--- config.mk ---
export PLATFORM = sky130hd
export DESIGN_NAME = hazard_ctrl
export DESIGN_NICKNAME = d
export VERILOG_FILES = /design/src/rtl/riscv_pkg.sv /design/src/rtl/hazard_detect.sv /design/src/rtl/hazard_ctrl.sv
export SDC_FILE = /design/constraint.sdc
export NUM_CORES = 1
export LEC_CHECK = 0
export ABC_CLOCK_PERIOD_IN_PS = 1470
export BUFFER_PORTS_ARGS = -buffer_cell sky130_fd_sc_hd__buf_4
export CORE_AREA = 2 2 39 41
export DETAILED_ROUTE_END_ITERATION = 10
export DIE_AREA = 0 0 41 43
export PLACE_DENSITY_LB_ADDON = 0.12
export SLEW_MARGIN = 40
export SYNTH_ARGS = -nofsm -noshare
export SYNTH_HDL_FRONTEND = slang
export SYNTH_SLANG_ARGS = --single-unit
--- constraint.sdc ---
create_clock -name clk -period 1.47 [get_ports clk]
set_input_delay 0.0735 -clock clk [delete_from_list [all_inputs] [get_ports clk]]
set_output_delay 0.0735 -clock clk [all_outputs]
set_load 0.03 [all_outputs]
--- src/rtl/riscv_pkg.sv ---
// Shared RISC-V pipeline definitions: register-index width and hazard FSM
// state encodings used by the hazard controller and its load-use detector.
package riscv_pkg;

  localparam int REG_IDX_W = 5;

  typedef logic [REG_IDX_W-1:0] reg_idx_t;

  typedef enum logic [1:0] {
    ST_RUN        = 2'd0,
    ST_MEM_WAIT   = 2'd1,
    ST_REDIR_PEND = 2'd2
  } hz_state_e;

  // True when an enabled source operand names the given destination register.
  function automatic logic src_hits(input reg_idx_t src, input logic en, input reg_idx_t rd);
    return en && (src == rd);
  endfunction

endpackage

--- src/rtl/hazard_detect.sv ---
// Load-use hazard comparator: the EX instruction is a load writing a
// non-zero register that the ID instruction actually reads.
module hazard_detect
  import riscv_pkg::*;
(
  input  logic [REG_IDX_W-1:0] id_rs1,
  input  logic [REG_IDX_W-1:0] id_rs2,
  input  logic                 id_use_rs1,
  input  logic                 id_use_rs2,
  input  logic [REG_IDX_W-1:0] ex_rd,
  input  logic                 ex_mem_ren,
  input  logic                 ex_reg_wen,
  output logic                 load_use
);

  // x0 is never a real producer, so a load to x0 cannot create a hazard.
  always_comb begin
    load_use = ex_mem_ren && ex_reg_wen && (ex_rd != '0) &&
               (src_hits(id_rs1, id_use_rs1, ex_rd) || src_hits(id_rs2, id_use_rs2, ex_rd));
  end

endmodule

--- src/rtl/hazard_ctrl.sv ---
// Pipeline hazard controller: combinational stall/flush generation for the
// PC, IF/ID, ID/EX and EX/MEM registers, plus a small FSM that remembers a
// redirect arriving during a data-cache stall and keeps squashing fetch while
// the instruction cache catches up after a redirect.
// Optional performance counters (stall_cnt, flush_cnt) are built only when
// the macro HAZARD_CTRL_PERF_EN is defined.
module hazard_ctrl
  import riscv_pkg::*;
(
  input  logic                 clk,
  input  logic                 rst,
  input  logic [REG_IDX_W-1:0] id_rs1,
  input  logic [REG_IDX_W-1:0] id_rs2,
  input  logic                 id_use_rs1,
  input  logic                 id_use_rs2,
  input  logic [REG_IDX_W-1:0] ex_rd,
  input  logic                 ex_mem_ren,
  input  logic                 ex_reg_wen,
  input  logic                 ex_redirect,
  input  logic                 icache_stall,
  input  logic                 dcache_stall,
  output logic                 pc_stall,
  output logic                 ifid_stall,
  output logic                 idex_stall,
  output logic                 exmem_stall,
  output logic                 ifid_flush,
  output logic                 idex_flush,
  output logic [1:0]           state_o
`ifdef HAZARD_CTRL_PERF_EN
  ,
  output logic [31:0]          stall_cnt,
  output logic [31:0]          flush_cnt
`endif
);

  hz_state_e state_q;
  logic      pend_q;
  logic      load_use;
  logic      redir_now;

  hazard_detect u_detect (
    .id_rs1     (id_rs1),
    .id_rs2     (id_rs2),
    .id_use_rs1 (id_use_rs1),
    .id_use_rs2 (id_use_rs2),
    .ex_rd      (ex_rd),
    .ex_mem_ren (ex_mem_ren),
    .ex_reg_wen (ex_reg_wen),
    .load_use   (load_use)
  );

  assign redir_now = ex_redirect || pend_q;
  assign state_o   = state_q;

  // Stall/flush decode in priority order: reset, dcache, redirect, load-use, icache.
  always_comb begin
    pc_stall    = 1'b0;
    ifid_stall  = 1'b0;
    idex_stall  = 1'b0;
    exmem_stall = 1'b0;
    ifid_flush  = 1'b0;
    idex_flush  = 1'b0;
    if (rst) begin
      ifid_flush = 1'b1;
      idex_flush = 1'b1;
    end else if (dcache_stall) begin
      pc_stall    = 1'b1;
      ifid_stall  = 1'b1;
      idex_stall  = 1'b1;
      exmem_stall = 1'b1;
    end else if (redir_now) begin
      // The fetch PC must not advance past the redirect target while icache is busy.
      pc_stall   = icache_stall;
      ifid_flush = 1'b1;
      idex_flush = 1'b1;
    end else if ((state_q == ST_REDIR_PEND) && icache_stall) begin
      // ID only ever holds a bubble here, so load-use cannot apply.
      pc_stall   = 1'b1;
      ifid_flush = 1'b1;
    end else if (load_use) begin
      pc_stall   = 1'b1;
      ifid_stall = 1'b1;
      idex_flush = 1'b1;
    end else if (icache_stall) begin
      pc_stall   = 1'b1;
      ifid_flush = 1'b1;
    end
  end

  // FSM and pending-redirect flag; the unused encoding falls through to RUN.
  always_ff @(posedge clk) begin
    if (rst) begin
      state_q <= ST_RUN;
      pend_q  <= 1'b0;
    end else if (dcache_stall) begin
      state_q <= ST_MEM_WAIT;
      pend_q  <= pend_q || ex_redirect;
    end else if (redir_now) begin
      state_q <= icache_stall ? ST_REDIR_PEND : ST_RUN;
      pend_q  <= 1'b0;
    end else if ((state_q == ST_REDIR_PEND) && icache_stall) begin
      state_q <= ST_REDIR_PEND;
    end else begin
      state_q <= ST_RUN;
    end
  end

`ifdef HAZARD_CTRL_PERF_EN
  function automatic logic [31:0] sat_inc(input logic [31:0] v, input logic en);
    if (en && (v != 32'hFFFF_FFFF)) return v + 32'd1;
    return v;
  endfunction

  // Saturating cycle counters; idex_flush during reset is not counted.
  always_ff @(posedge clk) begin
    if (rst) begin
      stall_cnt <= 32'd0;
      flush_cnt <= 32'd0;
    end else begin
      stall_cnt <= sat_inc(stall_cnt, pc_stall);
      flush_cnt <= sat_inc(flush_cnt, idex_flush);
    end
  end
`endif

endmodule

-- After elaboration in Yosys (flattened, before gate mapping)
Index checks and enable logic that the tools add are counted.
- bits in registers: 3
- eq/ne operators: 3
- multiplexer cells: 27
- reductions and logical operators: 11
- operators by type and width (operator ; count):
    2-to-1 mux 1 bit ; 24
    equality test 5 bit ; 2
    logical AND 1 bit ; 6
    2-to-1 mux 2 bit ; 3
    nonzero test 5 bit ; 1
    equality test 2 bit, second input constant ; 1
    logical OR 1 bit ; 2
    nonzero test 2 bit ; 1
    OR reduction 2 bit ; 1

-- Logic depth before layout (Yosys ltp)
Gate-level depths: netlist of the first run.
- depth in word-level cells: 9
- gate-level depth with buffers: 4

-- By module
A second synthesis of the first run with hierarchy kept.
- cell total of the unflattened synthesis: 38
- area, all modules: 316.6 sq um
- modules (own cells, without submodules) (module ; instances ; cells an instance ; area an instance (sq um)):
    hazard_ctrl ; 1 ; 21 ; 181.4
    hazard_detect ; 1 ; 17 ; 135.1

-- Least setup slack after synthesis of the first run
OpenSTA, ideal clock, no wires.
- kind: register to output
- start point: register pend_q
- end point: output pc_stall
- arrival: 1.547 ns
- slack: -0.150 ns
- stages on the path, launching flop included: 3
- buffers on the path: 0
- cell sequence: dfxtp_1 or3_1 o32ai_1
- word-level cells in the longest chain between the ends: 4
- ends and longest elaborated chain (what ; line ; RTL):
    start, declared ; hazard_ctrl.sv:37 ; logic pend_q;
    start signal, assigned ; hazard_ctrl.sv:97 ; pend_q <= pend_q || ex_redirect;
    logical OR 1 bit ; hazard_ctrl.sv:52 ; assign redir_now = ex_redirect || pend_q;
    2-to-1 mux 1 bit ; hazard_ctrl.sv:71 ; end else if (redir_now) begin
    2-to-1 mux 1 bit ; hazard_ctrl.sv:66 ; end else if (dcache_stall) begin
    2-to-1 mux 1 bit ; hazard_ctrl.sv:63 ; if (rst) begin
    end, declared ; hazard_ctrl.sv:22 ; output logic pc_stall,
No other way between the ends.

-- Worst setup path after layout of the first run
- start point: input ex_rd[4]
- end point: output ifid_flush
- word-level cells in the longest chain between the ends: 9
- elaborated cells between the ends (all ways): 13
- classes of those cells: eq/ne (2); mux (5); reduce/logical (6)
- ends and longest elaborated chain (what ; line ; RTL):
    start, declared ; hazard_ctrl.sv:16 ; input logic [REG_IDX_W-1:0] ex_rd,
    equality test 5 bit ; riscv_pkg.sv:17 ; return en && (src == rd);
    logical AND 1 bit ; riscv_pkg.sv:17 ;
    logical OR 1 bit ; hazard_detect.sv:19 ; (src_hits(id_rs1, id_use_rs1, ex_rd) || src_hits(id_rs2, id_use_rs2, ex_rd));
    logical AND 1 bit (*) ; hazard_detect.sv:18 ; load_use = ex_mem_ren && ex_reg_wen && (ex_rd != '0) &&
    2-to-1 mux 1 bit (*) ; hazard_ctrl.sv:80 ; end else if (load_use) begin
    2-to-1 mux 1 bit (*) ; hazard_ctrl.sv:76 ; end else if ((state_q == ST_REDIR_PEND) && icache_stall) begin
    2-to-1 mux 1 bit (*) ; hazard_ctrl.sv:71 ;
    2-to-1 mux 1 bit (*) ; hazard_ctrl.sv:66 ;
    2-to-1 mux 1 bit (*) ; hazard_ctrl.sv:63 ;
    end, declared ; hazard_ctrl.sv:26 ; output logic ifid_flush,
Mark *: on every way between the ends. The rest lies on a longest branch, timed or not.

==> summary.txt, run 1 <==
Clock network
  • Worst-Skew Late Latency: 0.24 ns
  • Clock Sinks: 3
  • CTS tree: built
  • CTS buffer count: 3
  • Root Driver: clkbuf_4
  • Clock tree buffer depth: 2
  • Htree depth: 1
  • Worst-path clk slew: 0.04 ns

Worst setup path
  • CP max stage delay: 0.51 ns
  • Crit end category: output port
  • Bufs and invs on worst path: 3
  • Critical Path Start Type: input port
  • Critical setup path kind: input port to output port
  • Critical path's top delay family: simple AND/OR/NAND/NOR gates
  • CP cell instances: buf_8, or4_4, o211ai_1, buf_4, o41a_1, buf_6
  • CP Data Arrival Time: 1.37 ns
  • CP Max Fanout: 3
  • Crit-path slowest cell: or4_4
  • WP data required: 1.40 ns

Logic synthesis
  • Yosys warnings: 0
  • Average cell area after synthesis: 8.04 um^2
  • Synth area leaders: xor2_1 (22%), dfxtp_1 (19%), xnor2_1 (5.4%)
  • Cells after Synth: 40
  • #FFs+latches synth: 3
  • Sequential area share after synthesis: 18.7%
  • Area leader, netlist: xor2_1
  • Synth unique cells: 24
  • Syn Nets: 64
  • Post-Syn Area: 322 um^2
  • Yosys top cell area share: 21.8%

Place
  • HPWL after DPL: 888 um
  • Placed Cells: 90
  • Placed cell areas: 609 um^2
  • Gpl congestion: 0.649
  • Port Buffers: 31

Pwr
  • Power consumption: 0.427 mW
  • VDD IR max: 0.000309 V
  • Leak pwr: 0.333 nW
  • Power per cell area: 599 nW/um^2

Finish
  • Fin cells: 95
  • Nets: 104
  • Antenna diodes: 0
  • Final Util: 51.4%
  • Register area: 60.1 um^2
  • Area of all placed cells without fillers: 712 um^2
  • Area of the multi-input gates: 294 um^2
  • Fillers: 133
  • Area grow syn2layout: 121%
  • Layout cells sized above 1: 59.5%

Timing
  • Worst-margin pin slew: 0.260 ns
  • Min Tclk post-route: 1.44 ns
  • Final worst-path cycle share: 98.2%
  • Slew Viols, Final: 0
  • Hold Vio Cnt, Final: 0
  • Final setup violation count: 0
  • Peak Freq: 693 MHz
  • Worst rel slew slack: 82.7%
  • Worst Skew: 0.00599 ns
  • RSZ-0062 raised after global routing: true
  • Setup TNS: 0 ns

Route
  • DR vias: 444
  • Vias/cell: 4.67
  • DRT Pass-1 Iters: 4
  • WL/cell: 11.4 um
  • Antenna Violating Nets Remaining: 0
  • DRC: 0
  • Total Routed Length: 1080 um
  • DR iter-0 viols: 6

Worst hold path
  • Hold WC Path Type: input port to flip-flop

Die
  • Num ports: 32
  • Starting Density: 23.2%
  • Die width: 41 um
  • Row cnt: 14
  • Area of the core: 1380 um^2
  • Height of the die: 43 um
  • Die Area: 1760 um^2

Global route
  • Pin count of the biggest net entering global routing: 7
  • Initial antenna violation count: 0
  • Global-route usage over all layers: 13.9%
  • Number of global-route vias before repair: 440
  • GRT Residual Overflow: 0
  • Global-route wire length before repair: 1660 um

Run status
  • Outcome: finished clean

Run
  • Max-cap violations: 0
repair_timing:
action | in CTS | in global routing
gates cloned | 0 | 0
setup buffers | 0 | 1
hold buffers | 0 | 0
endpoints found under the setup margin | 3 | 3
pin swaps | 2 | 13
resized for setup | 3 | 12
path summary, 6_finish.rpt:
check                     from         end  slack [ns]  cells after the start
setup / recovery      ex_rd[4]  ifid_flush        0.03                      6
hold / removal    icache_stall  state_o[1]        0.10                      2
setup reg to reg        pend_q  state_o[1]        0.57                      2
hold reg to reg         pend_q      pend_q        0.61                      3
kinds of logic (layout without fill, tap and decap cells):
| family | count (synthesis) | in the layout | synth area share, % |
|---|---|---|---|
| buffers and inverters | 3 | 42 | 4.67 |
| flip-flops | 3 | 3 | 18.7 |
| XOR/XNOR | 10 | 10 | 27.2 |
| AND/OR/NAND/NOR | 16 | 16 | 28.4 |
| AO/OA/AOI/OAI | 8 | 8 | 21.0 |
layout make-up:
cell class,instances,share of cell area [%]
clock buffers,4,3.69
inverters,2,1.05
multi-input cells,34,41.3
flip-flops and latches,3,8.44
well taps,16,2.81
repair buffers,36,42.7
synthesized netlist by cell type:
master / n
xor2_1: 8
nor2_1: 4
dfxtp_1: 3
inv_1: 2
nand2_1: 2
nor3_1: 2
xnor2_1: 2
a32oi_1: 1
and2_0: 1
buf_4: 1
nand2b_1: 1
nand3b_1: 1
nor2b_1: 1
nor4_1: 1
nor4_2: 1
o211ai_1: 1
o21bai_1: 1
o22ai_1: 1
o311a_1: 1
o31ai_1: 1
o32ai_1: 1
o41a_1: 1
or3_1: 1
or4_1: 1
flip-flops by register name, indices dropped and copies added (netlist names):
register	flops
pend_q	1
state_o	2
per-layer routing:
layer,vias to the layer above,global-route usage [%],share of wire (%)
met5,-,0,0
met3,0,3.66,8.5
li1,222,-,-
met1,200,15.1,35
met4,0,8.00,0
met2,22,22.8,56
cells in the final DEF, fill, tap and decap left out, types with 2 or more instances in the layout:
cell,synthesis,routed
nand2_1,2,2
inv_1,2,2
nor2_1,4,4
buf_6,0,7
buf_4,1,28
xor2_1,8,6
clkbuf_4,0,3
dfxtp_1,3,3
xor2_2,0,2
xnor2_1,2,2
worst register-to-register path, cell delays in order, from the launching register on:
cell and delay, ns:
dfxtp_1 0.30, buf_4 0.15, o311a_1 0.34
through the flow:
step	hold slack (ns)	worst slack, ns
after detailed placement	0.339	0.00731
after CTS	0.0961	-0.00475
final	0.103	0.0262
after global placement	0.321	0.0164
after floorplan	0.189	0.128
after global routing	0.103	-0.0502
where the power goes:
part	switching, mW	internal (mW)
clock network	0.0466	0.102
logic	0.0864	0.104
registers	0.00160	0.0855
(Power assumes the default switching activity.)
==> run 2: changes to the inputs <==
- REMOVE_ABC_BUFFERS: default -> 1
==> summary.txt, run 2 (synthesized netlist as in run 1, its figures left out) <==
Worst setup path
  • Crit end category: output port
  • WP data required: 1.40 ns (about the same)
  • Critical Path Start Type: input port
  • CP Data Arrival Time: 1.40 ns (+0.03 ns)
  • CP Max Fanout: 4 (+1)
  • Critical setup path kind: input port to output port

Place
  • Port Buffers: 31 (unchanged)
  • HPWL after DPL: 804 um (-9.4%)
  • Gpl congestion: 0.646 (-0.46%)
  • Placed Cells: 89 (-1.1%)
  • Placed cell areas: 589 um^2 (-3.3%)

Finish
  • Fillers: 142 (+6.8%)
  • Antenna diodes: 0 (unchanged)
  • Area grow syn2layout: 114%
  • Fin cells: 95 (unchanged)
  • Most common cell after layout, fill and taps aside: buf_4
  • Nets: 104 (unchanged)
  • Layout cells sized above 1: 58.2% (-1.3 points)
  • Max reg flops: 2 (unchanged)
  • Most frequent cells in the layout: buf_4 (33), xor2_1 (8), nor2_1 (4)
  • Area of all placed cells without fillers: 687 um^2 (-3.5%)

Route
  • DR vias: 440 (-0.90%)
  • WL/cell: 10.9 um (-4.3%)
  • Vias/cell: 4.63 (-0.90%)
  • Antenna Violating Nets Remaining: 0 (unchanged)
  • DR iter-0 viols: 7 (+1)
  • Total Routed Length: 1030 um (-4.3%)
  • DRT Pass-1 Iters: 4 (unchanged)
  • DRC: 0 (unchanged)

Clock network
  • Worst-path clk slew: 0.04 ns (about the same)
  • CTS tree: built
  • Htree depth: 1 (unchanged)
  • CTS buffer count: 3 (unchanged)
  • Clock tree buffer depth: 2 (unchanged)
  • Clock Sinks: 3 (unchanged)
  • Root Driver: clkbuf_4
  • Worst-Skew Late Latency: 0.23 ns (about the same)

Pwr
  • Switching share of total power: 31.4% (-0.16 points)
  • Int Pwr: 0.285 mW (-2.3%)
  • VDD IR max: 0.000276 V (-11%)
  • Seq pwr share: 21.0% (+0.6 points)
  • Power per cell area: 605 nW/um^2 (+1.0%)
  • Clock power share: 34.3% (-0.5 points)
  • Net Switching: 0.131 mW (-3.0%)
  • Leak pwr: 0.326 nW (-2.1%)
  • Part of the power in combinational logic: 44.7% (about the same)

Timing
  • Final worst-path cycle share: 100% (+2.1 points)
  • Final setup violation count: 2 (+2)
  • Min Tclk post-route: 1.47 ns (+0.0305 ns)
  • Slew Viols, Final: 0 (unchanged)
  • Worst Skew: 0.00523 ns (-0.000762 ns)
  • Worst-margin pin slew: 0.304 ns (+0.0440 ns)
  • Worst rel slew slack: 79.7% (-3.0 points)
  • Worst Setup Slack, final: -0.00428 ns (-0.0305 ns)
  • RSZ-0062 raised after global routing: true
  • Hold Vio Cnt, Final: 0 (unchanged)
  • Peak Freq: 678 MHz (-2.1%)

Global route
  • Number of global-route vias before repair: 452 (+2.7%)
  • Initial antenna violation count: 0 (unchanged)
  • GRT Residual Overflow: 0 (unchanged)
  • Global-route usage over all layers: 14.0% (+0.086 points)
  • Global-route wire length before repair: 1670 um (+0.79%)
  • Pin count of the biggest net entering global routing: 7 (unchanged)

Die
  • Height of the die: 43 um (unchanged)
  • Die Area: 1760 um^2 (unchanged)
  • Area of the core: 1380 um^2 (unchanged)
  • Starting Density: 23.2% (unchanged)
  • Die width: 41 um (unchanged)
  • Num ports: 32 (unchanged)
  • Row cnt: 14 (unchanged)

Run
  • Max-cap violations: 0 (unchanged)

Run status
  • Failing checks: setup timing
  • Outcome: finished with violations

Worst hold path
  • Hold WC Path Type: input port to flip-flop
## run 2: cell count changes in the layout (fill, tap and decap cells not counted)
cell	change
xor2_2	-2
nor4_1	-1
buf_6	-5
nor4_2	+1
o31ai_1	+1
buf_4	+5
o31ai_2	-1
a32oi_1	-1
a32oi_2	+1
xor2_1	+2
## run 2: path summary, 6_finish.rpt
check,from,to,slack (ns),cells after the start
setup / recovery,ex_rd[4],pc_stall,-0.004,6
hold / removal,icache_stall,state_o[1],0.11,2
setup reg to reg,pend_q,state_o[1],0.56,2
hold reg to reg,pend_q,pend_q,0.62,3
## run 2: per-stage QoR
| stage | hold WS [ns] | TNS [ns] | setup WS (ns) | util, % | total power [mW] |
|---|---|---|---|---|---|
| 2_1_floorplan | 0.189 | -0.258 | -0.150 | - | 0.162 |
| 3_3_place_gp | 0.323 | -0.0283 | -0.0283 | 42.6 | 0.253 |
| 3_5_place_dp | 0.326 | -0.0396 | -0.0396 | 42.6 | 0.253 |
| 4_1_cts | 0.0928 | -0.0533 | -0.0216 | 48.2 | 0.414 |
| 5_1_grt | 0.119 | -0.184 | -0.0604 | 49.6 | 0.447 |
| 6_report | 0.114 | -0.00801 | -0.00428 | 49.6 | 0.416 |
## run 2: routing by layer
metal | up-vias | GRT usage [%] | wire, um | part of all wire (%)
li1 | 225 | - | - | -
met1 | 193 | 14.4 | 358 | 35
met2 | 22 | 24.7 | 569 | 55
met3 | 0 | 2.09 | 105 | 10
met4 | 0 | 8.00 | 0 | 0
met5 | - | 0 | 0 | 0
## run 2: power groups by stage
stage	registers [mW]	logic (mW)	clock network, mW
finish	0.0873	0.186	0.143
CTS	0.0873	0.179	0.148
detailed placement	0.0884	0.165	0
global placement	0.0883	0.165	0
floorplan	0.0938	0.0686	0
global route	0.0875	0.199	0.161
## run 2: layout make-up
cell class | instances | area, um^2 | area share, %
Clock buffer | 4 | 26.3 | 3.83
Inverter | 2 | 7.51 | 1.09
Multi-Input combinational cell | 34 | 288 | 41.9
Sequential cell | 3 | 60.1 | 8.74
Tap cell | 16 | 20.0 | 2.91
Timing Repair Buffer | 36 | 285 | 41.5
## run 2: timing repair
| action | in CTS | in global routing |
|---|---|---|
| buffers inserted | 1 | 1 |
| hold buffers | 0 | 0 |
| setup endpoints to repair | 4 | 4 |
| pin swaps | 6 | 3 |
| gates cloned | 0 | 0 |
| resized for setup | 9 | 2 |
## run 2: critical path: stages
cell	delay [ns]
buf_8	0.10
or4_4	0.52
o211ai_1	0.29
buf_4	0.17
o32ai_2	0.06
buf_4	0.17
==> run 3: changes to the inputs <==
- CORE_AREA: 2 2 39 41 -> default
- CORE_MARGIN: default -> 2
- CORE_UTILIZATION: default -> 24
- CTS_BUF_LIST: default -> sky130_fd_sc_hd__clkbuf_4
- DIE_AREA: 0 0 41 43 -> default
==> summary.txt, run 3 (synthesized netlist as in run 1, its figures left out) <==
Global route
  • Number of global-route vias before repair: 416 (-8.0%)
  • Initial antenna violation count: 0 (unchanged)
  • GRT Residual Overflow: 0 (unchanged)
  • Global-route wire length before repair: 1640 um (-1.6%)
  • Pin count of the biggest net entering global routing: 7 (unchanged)
  • Global-route usage over all layers: 15.1% (+1.0 points)

Clock network
  • CTS tree: built
  • Worst-Skew Late Latency: 0.22 ns (about the same)
  • Clock tree buffer depth: 2 (unchanged)
  • Htree depth: 1 (unchanged)
  • Root Driver: clkbuf_4
  • Hold-fix buffers, CTS: 0 (unchanged)
  • CTS buffer count: 3 (unchanged)
  • Worst-path clk slew: 0.04 ns (about the same)
  • Clock Sinks: 3 (unchanged)

Worst setup path
  • CP cell instances: buf_6, xor2_2, nor4_2, a32oi_2, buf_4, o31ai_2, buf_4
  • CP Max Fanout: 3 (-1)
  • R2R Path End: state_o[1]
  • CP max stage delay: 0.29 ns (-0.23 ns)
  • CP Data Arrival Time: 1.39 ns (about the same)
  • Crit-path slowest cell: nor4_2
  • R2R cell count: 2 (unchanged)
  • CP endpoint: ifid_stall
  • Worst setup startpoint: id_rs1[1]
  • R2R Path Start: pend_q
  • Critical Path Start Type: input port
  • R2R Setup Slk: 0.56 ns (about the same)
  • Critical setup path kind: input port to output port
  • WP data required: 1.40 ns (about the same)
  • Crit end category: output port
  • CP most frequent cell: buf_4

Timing
  • Worst rel slew slack: 82.8% (+3.2 points)
  • Setup TNS: 0 ns (+0.00801 ns)
  • Worst Setup Slack, final: 0.00199 ns (+0.00627 ns)
  • RSZ-0062 raised after global routing: true
  • Worst-margin pin slew: 0.258 ns (-0.0459 ns)
  • Final worst-path cycle share: 99.9% (-0.43 points)
  • Hold Vio Cnt, Final: 0 (unchanged)
  • Slew Viols, Final: 0 (unchanged)
  • Worst Skew: 0.00420 ns (-0.00103 ns)
  • Min Tclk post-route: 1.47 ns (-0.00627 ns)
  • Worst hold margin: 0.112 ns (-0.00197 ns)
  • Final setup violation count: 0 (-2)
  • Peak Freq: 681 MHz (+0.43%)

Die
  • Num ports: 32 (unchanged)
  • Area of the core: 1270 um^2 (-8.3%)
  • Height of the die: 40.6 um (-5.6%)
  • Starting Density: 25.3% (+2.1 points)
  • Die width: 40.6 um (-0.96%)
  • Die Area: 1650 um^2 (-6.5%)
  • Row cnt: 13 (-1)

Finish
  • Area of the multi-input gates: 308 um^2 (+7.0%)
  • Most frequent cells in the layout: buf_4 (30), xor2_1 (6), buf_6 (6)
  • Max reg flops: 2 (unchanged)
  • Most common cell after layout, fill and taps aside: buf_4
  • Antenna diodes: 0 (unchanged)
  • Register area: 60.1 um^2 (unchanged)
  • Final Util: 56.5% (+6.9 points)
  • Nets: 104 (unchanged)
  • Fin cells: 94 (-1.1%)
  • Area of all placed cells without fillers: 717 um^2 (+4.4%)
  • Fillers: 126 (-11%)
  • Layout cells sized above 1: 64.6% (+6.3 points)
  • Area grow syn2layout: 123%

Route
  • WL/cell: 11.5 um (+6.0%)
  • Vias/cell: 4.64 (+0.15%)
  • DR iter-0 viols: 3 (-4)
  • Total Routed Length: 1080 um (+4.8%)
  • DRC: 0 (unchanged)
  • Antenna Violating Nets Remaining: 0 (unchanged)
  • DRT Pass-1 Iters: 2 (-2)
  • DR vias: 436 (-0.91%)

Pwr
  • Leak pwr: 0.337 nW (+3.3%)
  • Power consumption: 0.436 mW (+5.0%)
  • Power per cell area: 609 nW/um^2 (+0.57%)
  • VDD IR max: 0.000487 V (+76%)

Place
  • Placed Cells: 89 (unchanged)
  • Placed cell areas: 596 um^2 (+1.1%)
  • Port Buffers: 31 (unchanged)
  • Gpl congestion: 0.591 (-8.6%)
  • Post-Place Worst Slack: -0.0340 ns (+0.00555 ns)
  • HPWL after DPL: 821 um (+2.2%)

Worst hold path
  • Hold WC Path Type: input port to flip-flop
  • Worst Hold Depth: 3 (+1)

Run
  • Max-cap violations: 0 (unchanged)

Run status
  • Outcome: finished clean
==> run 3: layout make-up <==
class,instances,share of cell area (%)
Multi-Input combinational cell,34,42.9
Timing Repair Buffer,36,40.8
Sequential cell,3,8.38
Clock buffer,4,4.19
Tap cell,15,2.62
Inverter,2,1.05
==> run 3: worst min path at each step <==
stage / start / to / slack [ns]
floorplan: ex_redirect / pend_q / 0.19
global placement: ex_redirect / pend_q / 0.32
detailed placement: ex_redirect / pend_q / 0.34
CTS: ex_redirect / pend_q / 0.11
global route: ex_redirect / pend_q / 0.13
finish: ex_redirect / pend_q / 0.11
==> run 3: metal layers <==
metal	routed length [um]	share of wire, %	vias to the layer above	track usage (%)
li1	-	-	223	-
met1	420	39	193	16.3
met2	576	53	20	28.2
met3	86	7.9	0	3.33
met4	0	0	0	5.00
met5	0	0	-	0
==> run 3: worst max-delay path, delay by kind of cell <==
family,cells,cell delay [ns]
xor+xnor,1,0.16
compound gates,2,0.40
simple gates,1,0.29
buf+inv,3,0.47
==> run 3: where the power goes <==
group          internal (mW)  total (mW)  switching (mW)
combinational          0.103       0.194          0.0916
clock                  0.120       0.155          0.0351
sequential            0.0857      0.0874         0.00165
==> run 3: what timing repair did <==
item                                    4_1_cts  5_1_grt
gates resized for setup                      13        3
endpoints found under the setup margin        3        3
pin swaps                                     8        1
setup buffers                                 1        0
